===== src/rtl/serial_add_unit.sv =====
// rtl/serial_add_unit.sv - bit-serial adder, LSB first, one full-adder slice per clock
// Define SERIAL_ADD_SUB_EN to add the sub input (a - b - cin, cout=1 means no borrow).
module serial_add_unit #(
  parameter int WIDTH = 8
) (
  input  logic             clk,
  input  logic             rst_n,
  input  logic             start,
  input  logic [WIDTH-1:0] a,
  input  logic [WIDTH-1:0] b,
  input  logic             cin,
`ifdef SERIAL_ADD_SUB_EN
  input  logic             sub,
`endif
  output logic             ready,
  output logic             busy,
  output logic             done,
  output logic [WIDTH-1:0] sum,
  output logic             cout
);

  localparam int CW = $clog2(WIDTH + 1);
  localparam logic [CW-1:0] LAST_CNT = CW'(WIDTH - 1);

  localparam logic [1:0] S_IDLE = 2'd0;
  localparam logic [1:0] S_RUN  = 2'd1;
  localparam logic [1:0] S_DONE = 2'd2;

  logic [1:0]       state_q, state_d;
  logic [WIDTH-1:0] a_q, a_d;
  logic [WIDTH-1:0] b_q, b_d;
  logic             carry_q, carry_d;
  logic [WIDTH-1:0] part_q, part_d;
  logic [CW-1:0]    cnt_q, cnt_d;
  logic [WIDTH-1:0] sum_q, sum_d;
  logic             cout_q, cout_d;

  logic             bit_s;
  logic             carry_next;
  logic [WIDTH-1:0] part_shift;
  logic [WIDTH-1:0] load_b;
  logic             load_c;

  assign bit_s      = a_q[0] ^ b_q[0] ^ carry_q;
  assign carry_next = (a_q[0] & b_q[0]) | (a_q[0] & carry_q) | (b_q[0] & carry_q);

  // The new bit enters at the MSB so that after WIDTH shifts bit 0 sits at the LSB.
  generate
    if (WIDTH == 1) begin : g_part_one
      assign part_shift = bit_s;
    end else begin : g_part_multi
      assign part_shift = {bit_s, part_q[WIDTH-1:1]};
    end
  endgenerate

`ifdef SERIAL_ADD_SUB_EN
  assign load_b = sub ? ~b : b;
  assign load_c = sub ? ~cin : cin;
`else
  assign load_b = b;
  assign load_c = cin;
`endif

  always_comb begin
    state_d = state_q;
    a_d     = a_q;
    b_d     = b_q;
    carry_d = carry_q;
    part_d  = part_q;
    cnt_d   = cnt_q;
    sum_d   = sum_q;
    cout_d  = cout_q;
    case (state_q)
      S_IDLE, S_DONE: begin
        if (start) begin
          a_d     = a;
          b_d     = load_b;
          carry_d = load_c;
          cnt_d   = '0;
          state_d = S_RUN;
        end else begin
          state_d = S_IDLE;
        end
      end
      S_RUN: begin
        a_d     = a_q >> 1;
        b_d     = b_q >> 1;
        carry_d = carry_next;
        part_d  = part_shift;
        cnt_d   = cnt_q + CW'(1);
        if (cnt_q == LAST_CNT) begin
          sum_d   = part_shift;
          cout_d  = carry_next;
          state_d = S_DONE;
        end
      end
      default: state_d = S_IDLE;
    endcase
  end

  always_ff @(posedge clk or negedge rst_n) begin
    if (!rst_n) begin
      state_q <= S_IDLE;
      a_q     <= '0;
      b_q     <= '0;
      carry_q <= 1'b0;
      part_q  <= '0;
      cnt_q   <= '0;
      sum_q   <= '0;
      cout_q  <= 1'b0;
    end else begin
      state_q <= state_d;
      a_q     <= a_d;
      b_q     <= b_d;
      carry_q <= carry_d;
      part_q  <= part_d;
      cnt_q   <= cnt_d;
      sum_q   <= sum_d;
      cout_q  <= cout_d;
    end
  end

  assign ready = (state_q == S_IDLE) || (state_q == S_DONE);
  assign busy  = (state_q == S_RUN);
  assign done  = (state_q == S_DONE);
  assign sum   = sum_q;
  assign cout  = cout_q;

endmodule

===== config.mk =====
export PLATFORM = sky130hd
export DESIGN_NAME = serial_add_unit
export DESIGN_NICKNAME = d
export VERILOG_FILES = /design/src/rtl/serial_add_unit.sv
export SDC_FILE = /design/constraint.sdc
export NUM_CORES = 1
export LEC_CHECK = 0
export CAP_MARGIN = 30
export CELL_PAD_IN_SITES_DETAIL_PLACEMENT = 1
export CELL_PAD_IN_SITES_GLOBAL_PLACEMENT = 1
export CORE_MARGIN = 5
export CORE_UTILIZATION = 30
export CTS_BUF_LIST = sky130_fd_sc_hd__clkbuf_4
export DETAILED_ROUTE_END_ITERATION = 12
export PLACE_DENSITY_LB_ADDON = 0.1
export SETUP_SLACK_MARGIN = 0.3
export SYNTH_ARGS = -nofsm -noshare
export SYNTH_HDL_FRONTEND = slang
export SYNTH_SLANG_ARGS = --single-unit

===== constraint.sdc =====
create_clock -name clk -period 5.1 [get_ports clk]
set_clock_uncertainty 0.2 [all_clocks]
set_input_delay 1.02 -clock clk [delete_from_list [all_inputs] [get_ports clk]]
set_output_delay 1.02 -clock clk [all_outputs]
set_load 0.1 [all_outputs]

==> results of run 1 <==
[kinds of logic (layout without fill, tap and decap cells)]
family	after synthesis	in the layout	share of synthesized area, %
buffers and inverters	7	41	2.24
muxes	19	19	13.1
DFF	39	39	60.3
adders and majority gates	2	2	2.01
and+or+nand+nor	11	11	4.87
AOI/OAI and AO/OA	35	35	17.5
[state kept, by name, summed over array words and instances, names as in the netlist]
signal / cells
sum: 8
a_q: 8
carry_q: 1
cout: 1
part_q: 7
state_q: 2
cnt_q: 4
b_q: 8
[layer usage]
metal	wire [microns]	vias to the layer above	GRT usage [%]	part of all wire [%]
li1	-	482	-	-
met1	1390	504	11.7	43
met2	1640	21	16.6	51
met3	131	6	3.26	4.1
met4	48	0	4.39	1.5
met5	0	-	0	0
[path summary, 6_finish.rpt]
check                                             from              endpoint  slack [ns]  cells past startpoint
worst max register to register  state_q[0]$_DFFE_PN0P_  cnt_q[0]$_DFFE_PN0P_        3.02                      3
worst max-delay path            state_q[0]$_DFFE_PN0P_                  busy        1.41                      3
worst min register to register      b_q[1]$_DFFE_PN0P_    b_q[1]$_DFFE_PN0P_        0.29                      1
max in group asynchronous                        rst_n    a_q[3]$_DFFE_PN0P_        3.57                      1
min in group asynchronous                        rst_n  cnt_q[3]$_DFFE_PN0P_        0.58                      1
worst min-delay path                b_q[1]$_DFFE_PN0P_    b_q[1]$_DFFE_PN0P_        0.29                      1
[Yosys cell counts]
master,instances,area share (%)
a21o_1,15,7.0
a22o_1,19,10
and2b_1,2,0.93
buf_2,5,1.5
buf_4,1,0.46
dfrtp_1,39,60
fa_1,1,1.2
ha_1,1,0.77
inv_2,1,0.23
mux2_2,17,12
mux2i_1,2,1.2
nand2_1,3,0.70
nand2b_1,1,0.39
nand4_1,1,0.39
nor2_2,1,0.39
nor2b_1,2,0.77
nor4_4,1,1.3
o21ai_0,1,0.31
[stage by stage]
| stage | util (%) | hold slack [ns] | cell area [sq um] | instances | setup slack, ns |
|---|---|---|---|---|---|
| 3_5_place_dp | 38.5 | 0.269 | 1990 | 209 | 1.76 |
| 3_3_place_gp | 38.5 | 0.258 | 1990 | 209 | 1.83 |
| 6_report | 39.5 | 0.292 | 2040 | 217 | 1.41 |
| 5_1_grt | 39.5 | 0.310 | 2040 | 217 | 1.28 |
| 2_1_floorplan | - | 0.250 | 1620 | 113 | 2.71 |
| 4_1_cts | 39.5 | 0.296 | 2040 | 217 | 1.36 |
[layout make-up]
type | instances | area [sq um] | area share, %
multi-input cells | 67 | 609 | 29.8
flip-flops and latches | 39 | 976 | 47.8
inverters | 1 | 3.75 | 0.184
repair buffers | 32 | 313 | 15.3
well taps | 70 | 87.6 | 4.29
clock buffers | 6 | 45.0 | 2.21
clock inverters | 2 | 7.51 | 0.368
[worst register-to-register path, delay by kind of cell, from the launching register on]
kind	cells	cell delay [ns]
muxes	1	0.28
and+or+nand+nor	2	1.13
DFF	1	0.42
==> reports/metrics.csv, run 1 <==
stage;metric;value;unit
timing;Final Critical Period;3.69;ns
global_routing;number of global-route vias before repair;1194;
clocking;Root Driver;clkbuf_4;
floorplan;Core Area;5170;sq um
place;RePlAce Congestion;0.653;
worst_setup_path;worst-path fanout max;30;
global_routing;number of antenna violations at the first check in global routing;0;
place;Post-DP HPWL;2210;microns
timing;final hold vios;0;
final_layout;Layout fillers;550;
floorplan;Die ar.;6970;sq um
route;residual DRC count;0;
final_layout;area grow syn2layout;26.1;%
worst_setup_path;CP endpoint kind;output pin;
final_layout;leading cell types in the layout, fill and taps excluded;39 x dfrtp_1, 30 x clkdlybuf4s50_1, 19 x a22o_1;
floorplan;Rows;26;
floorplan;effective utilization at floorplan;31.3;%
clocking;hold-fix buffers at CTS;0;
clocking;Worst-path clk slew;0.11;ns
synth;Synth Warn #;0;
route;DRT antenna net count;0;
synth;flops & latches, synth;39;
route;via/cell ratio;4.67;
final_layout;share of cells above drive strength 1;19.7;%
run;Max Cap Violations;0;
synth;mapped cell area;1620;sq um
synth;syn_nets;135;
route;drt total wl;3210;microns
place;I/O Buffers;31;
worst_setup_path;worst setup path class;reg -> out;
worst_setup_path;crit-path leading delay family;buffers and inverters;
global_routing;total grt overflow;0;
clocking;TritonCTS buffer count;5;
floorplan;num ports;32;
clocking;CTS tree;yes;
timing;fin crit share;72.4;%
clocking;CTS Sinks;39;
final_layout;diode count;0;
route;router iterations before antenna repair;3;
final_layout;final net count;168;
global_routing;GR Util All Layers;9.96;%
synth;synthesized area per cell;14.3;sq um
clocking;Post-CTS Setup Repair Bufs;0;
global_routing;largest net degree at the start of global routing;40;
floorplan;Die W;83.5;microns
worst_setup_path;CP arrival;2.47;ns
clocking;Max clock buf depth;2;
floorplan;overall die height;83.5;microns
route;average routed wire per standard cell;14.8;microns
synth;Syn Inst Count;113;
route;Starting DRT DRC Count;20;
worst_setup_path;cell chain of the critical path;nor2b_2 > buf_4 > clkdlybuf4s50_1;
synth;post-synthesis sequential area ratio;60.3;%
timing;Slew Limit Headroom;35.0;%
clocking;CTS resizes;0;
synth;post-synthesis cell type count;18;
worst_setup_path;crit path buf inv count;2;
timing;Slew Viols, Final;0;
clocking;H-tree depth;2;
timing;Achievable Freq;271;MHz
clocking;Clk Latency, worst-skew pair;0.34;ns
worst_setup_path;Worst setup SP type;register;
run_status;status;complete, no violations;
global_routing;first-pass GRT wire length;5610;microns
timing;count of final setup violators;0;
timing;setup_tns;0;ns
worst_setup_path;Critical-path top delay cell;clkdlybuf4s50_1;
final_layout;commonest non-fill, non-tap cell in the layout;dfrtp_1;
timing;worst-margin pin slew;0.972;ns
route;DR vias;1013;
worst_setup_path;worst path required time;3.88;ns
min_path;Min-Delay Path Class;reg -> reg;
timing;RSZ-0062 raised after global routing;false;
worst_setup_path;Largest stage delay, worst path;1.20;ns
Power of run 1 is left out: the tool's default activity adds up to more than one toggle a clock period on the data nets, which glitch-free logic cannot reach.
==> run 2: changes to the inputs <==
Clock period 5.1 ns to 3.47 ns, I/O delays scaled along.
==> reports/metrics.csv, run 2 (synthesis results as in run 1) <==
stage;metric;value;unit;change
run;Max Cap Violations;0;;unchanged
floorplan;Core Area;5170;sq um;unchanged
worst_setup_path;CP endpoint kind;output pin;;
clocking;hold-fix buffers at CTS;0;;unchanged
clocking;CTS resizes;0;;unchanged
place;Post-DP HPWL;2290;microns;+3.2%
clocking;CTS tree;yes;;
timing;Achievable Freq;369;MHz;
final_layout;diode count;0;;unchanged
clocking;CTS Sinks;39;;unchanged
global_routing;total grt overflow;0;;unchanged
final_layout;area grow syn2layout;26.2;%;about the same
worst_setup_path;worst setup path class;reg -> out;;
worst_setup_path;worst path required time;2.58;ns;-1.30 ns
final_layout;final net count;169;;+0.60%
floorplan;Die ar.;6970;sq um;unchanged
final_layout;share of cells above drive strength 1;29.1;%;+9.3 points
route;average routed wire per standard cell;15.1;microns;+2.2%
route;Starting DRT DRC Count;47;;+140%
worst_setup_path;crit-path leading delay family;simple AND/OR/NAND/NOR gates;;
place;placed insts;210;;+0.48%
floorplan;Rows;26;;unchanged
clocking;TritonCTS buffer count;5;;unchanged
route;router iterations before antenna repair;4;;+1
global_routing;number of antenna violations at the first check in global routing;0;;unchanged
worst_setup_path;worst-path fanout max;16;;-47%
timing;final hold vios;0;;unchanged
place;RePlAce Congestion;0.708;;+8.4%
timing;Final Critical Period;2.71;ns;
clocking;Post-CTS Setup Repair Bufs;0;;unchanged
worst_setup_path;CP arrival;1.82;ns;-0.65 ns
timing;fin crit share;78.2;%;
final_layout;commonest non-fill, non-tap cell in the layout;dfrtp_1;;
worst_setup_path;Largest stage delay, worst path;0.63;ns;-0.57 ns
final_layout;Layout fillers;550;;unchanged
timing;RSZ-0062 raised after global routing;false;;
global_routing;largest net degree at the start of global routing;40;;unchanged
floorplan;effective utilization at floorplan;31.3;%;unchanged
route;via/cell ratio;4.75;;+1.8%
place;I/O Buffers;31;;unchanged
route;DRT antenna net count;0;;unchanged
global_routing;number of global-route vias before repair;1176;;-1.5%
run_status;status;complete, no violations;;
clocking;H-tree depth;2;;unchanged
final_layout;Core Util, Final;39.5;%;about the same
timing;worst-margin pin slew;0.868;ns;-0.103 ns
floorplan;Die W;83.5;microns;unchanged
final_layout;Finished Layout Cells;218;;+0.46%
route;residual DRC count;0;;unchanged
timing;Slew Viols, Final;0;;unchanged
worst_setup_path;Critical-path top delay cell;nor2b_2;;
final_layout;Reg area;976;sq um;unchanged
route;drt total wl;3290;microns;+2.7%
worst_setup_path;Worst setup SP type;register;;
timing;Slew Limit Headroom;42.1;%;+7.1 points
clocking;Worst-path clk slew;0.12;ns;about the same
worst_setup_path;cell chain of the critical path;nor2b_2 > buf_4;;
final_layout;leading cell types in the layout, fill and taps excluded;39 x dfrtp_1, 19 x a22o_1, 18 x clkdlybuf4s50_1;;
route;DR vias;1036;;+2.3%
timing;count of final setup violators;0;;unchanged
min_path;Min-Delay Path Class;in -> async;;
worst_setup_path;crit path buf inv count;1;;-1
clocking;Root Driver;clkbuf_4;;
timing;setup_tns;0;ns;unchanged
global_routing;first-pass GRT wire length;5790;microns;+3.2%
floorplan;num ports;32;;unchanged
floorplan;overall die height;83.5;microns;unchanged
clocking;Clk Latency, worst-skew pair;0.35;ns;about the same
global_routing;GR Util All Layers;10.3;%;+0.31 points
final_layout;footprint of the multi-input gates;609;sq um;unchanged
clocking;Max clock buf depth;2;;unchanged
[run 2: worst register-to-register path, stage by stage (launching register included)]
cell and delay [ns]:
dfrtp_1 0.43, nor2b_2 0.63, buf_4 0.35, mux2_2 0.36
[run 2: routing by layer]
layer | track usage, % | up-vias | routed length (microns)
met5 | 0 | - | 0
met1 | 13.1 | 527 | 1530
li1 | - | 483 | -
met3 | 4.24 | 4 | 143
met2 | 16.0 | 22 | 1580
met4 | 3.07 | 0 | 31
[run 2: final cells by class]
cell class | instances | area share, %
well taps | 70 | 4.29
flip-flops and latches | 39 | 47.8
multi-input cells | 67 | 29.8
clock buffers | 5 | 1.84
inverters | 1 | 0.184
repair buffers | 33 | 14.2
clock inverters | 3 | 1.90
[run 2: path summary, 6_finish.rpt]
kind / from / slack [ns] / cells after the start / to
max reg2reg: state_q[0]$_DFFE_PN0P_ / 1.39 / 3 / part_q[1]$_DFFE_PN0P_
max: state_q[0]$_DFFE_PN0P_ / 0.76 / 2 / busy
max in group asynchronous: rst_n / 2.27 / 1 / part_q[1]$_DFFE_PN0P_
min in group clk: b_q[6]$_DFFE_PN0P_ / 0.29 / 1 / b_q[6]$_DFFE_PN0P_
min reg2reg: b_q[6]$_DFFE_PN0P_ / 0.29 / 1 / b_q[6]$_DFFE_PN0P_
min: rst_n / 0.24 / 1 / state_q[0]$_DFFE_PN0P_
[run 2: per-stage QoR]
stage | hold WS (ns) | worst slack, ns | area [sq um]
final | 0.240 | 0.757 | 2040
after CTS | 0.277 | 0.744 | 2040
after global routing | 0.304 | 0.638 | 2040
after floorplan | 0.198 | 1.41 | 1620
after global placement | 0.259 | 0.883 | 1970
after detailed placement | 0.267 | 0.814 | 1970
Power of run 2 is left out for the same reason.
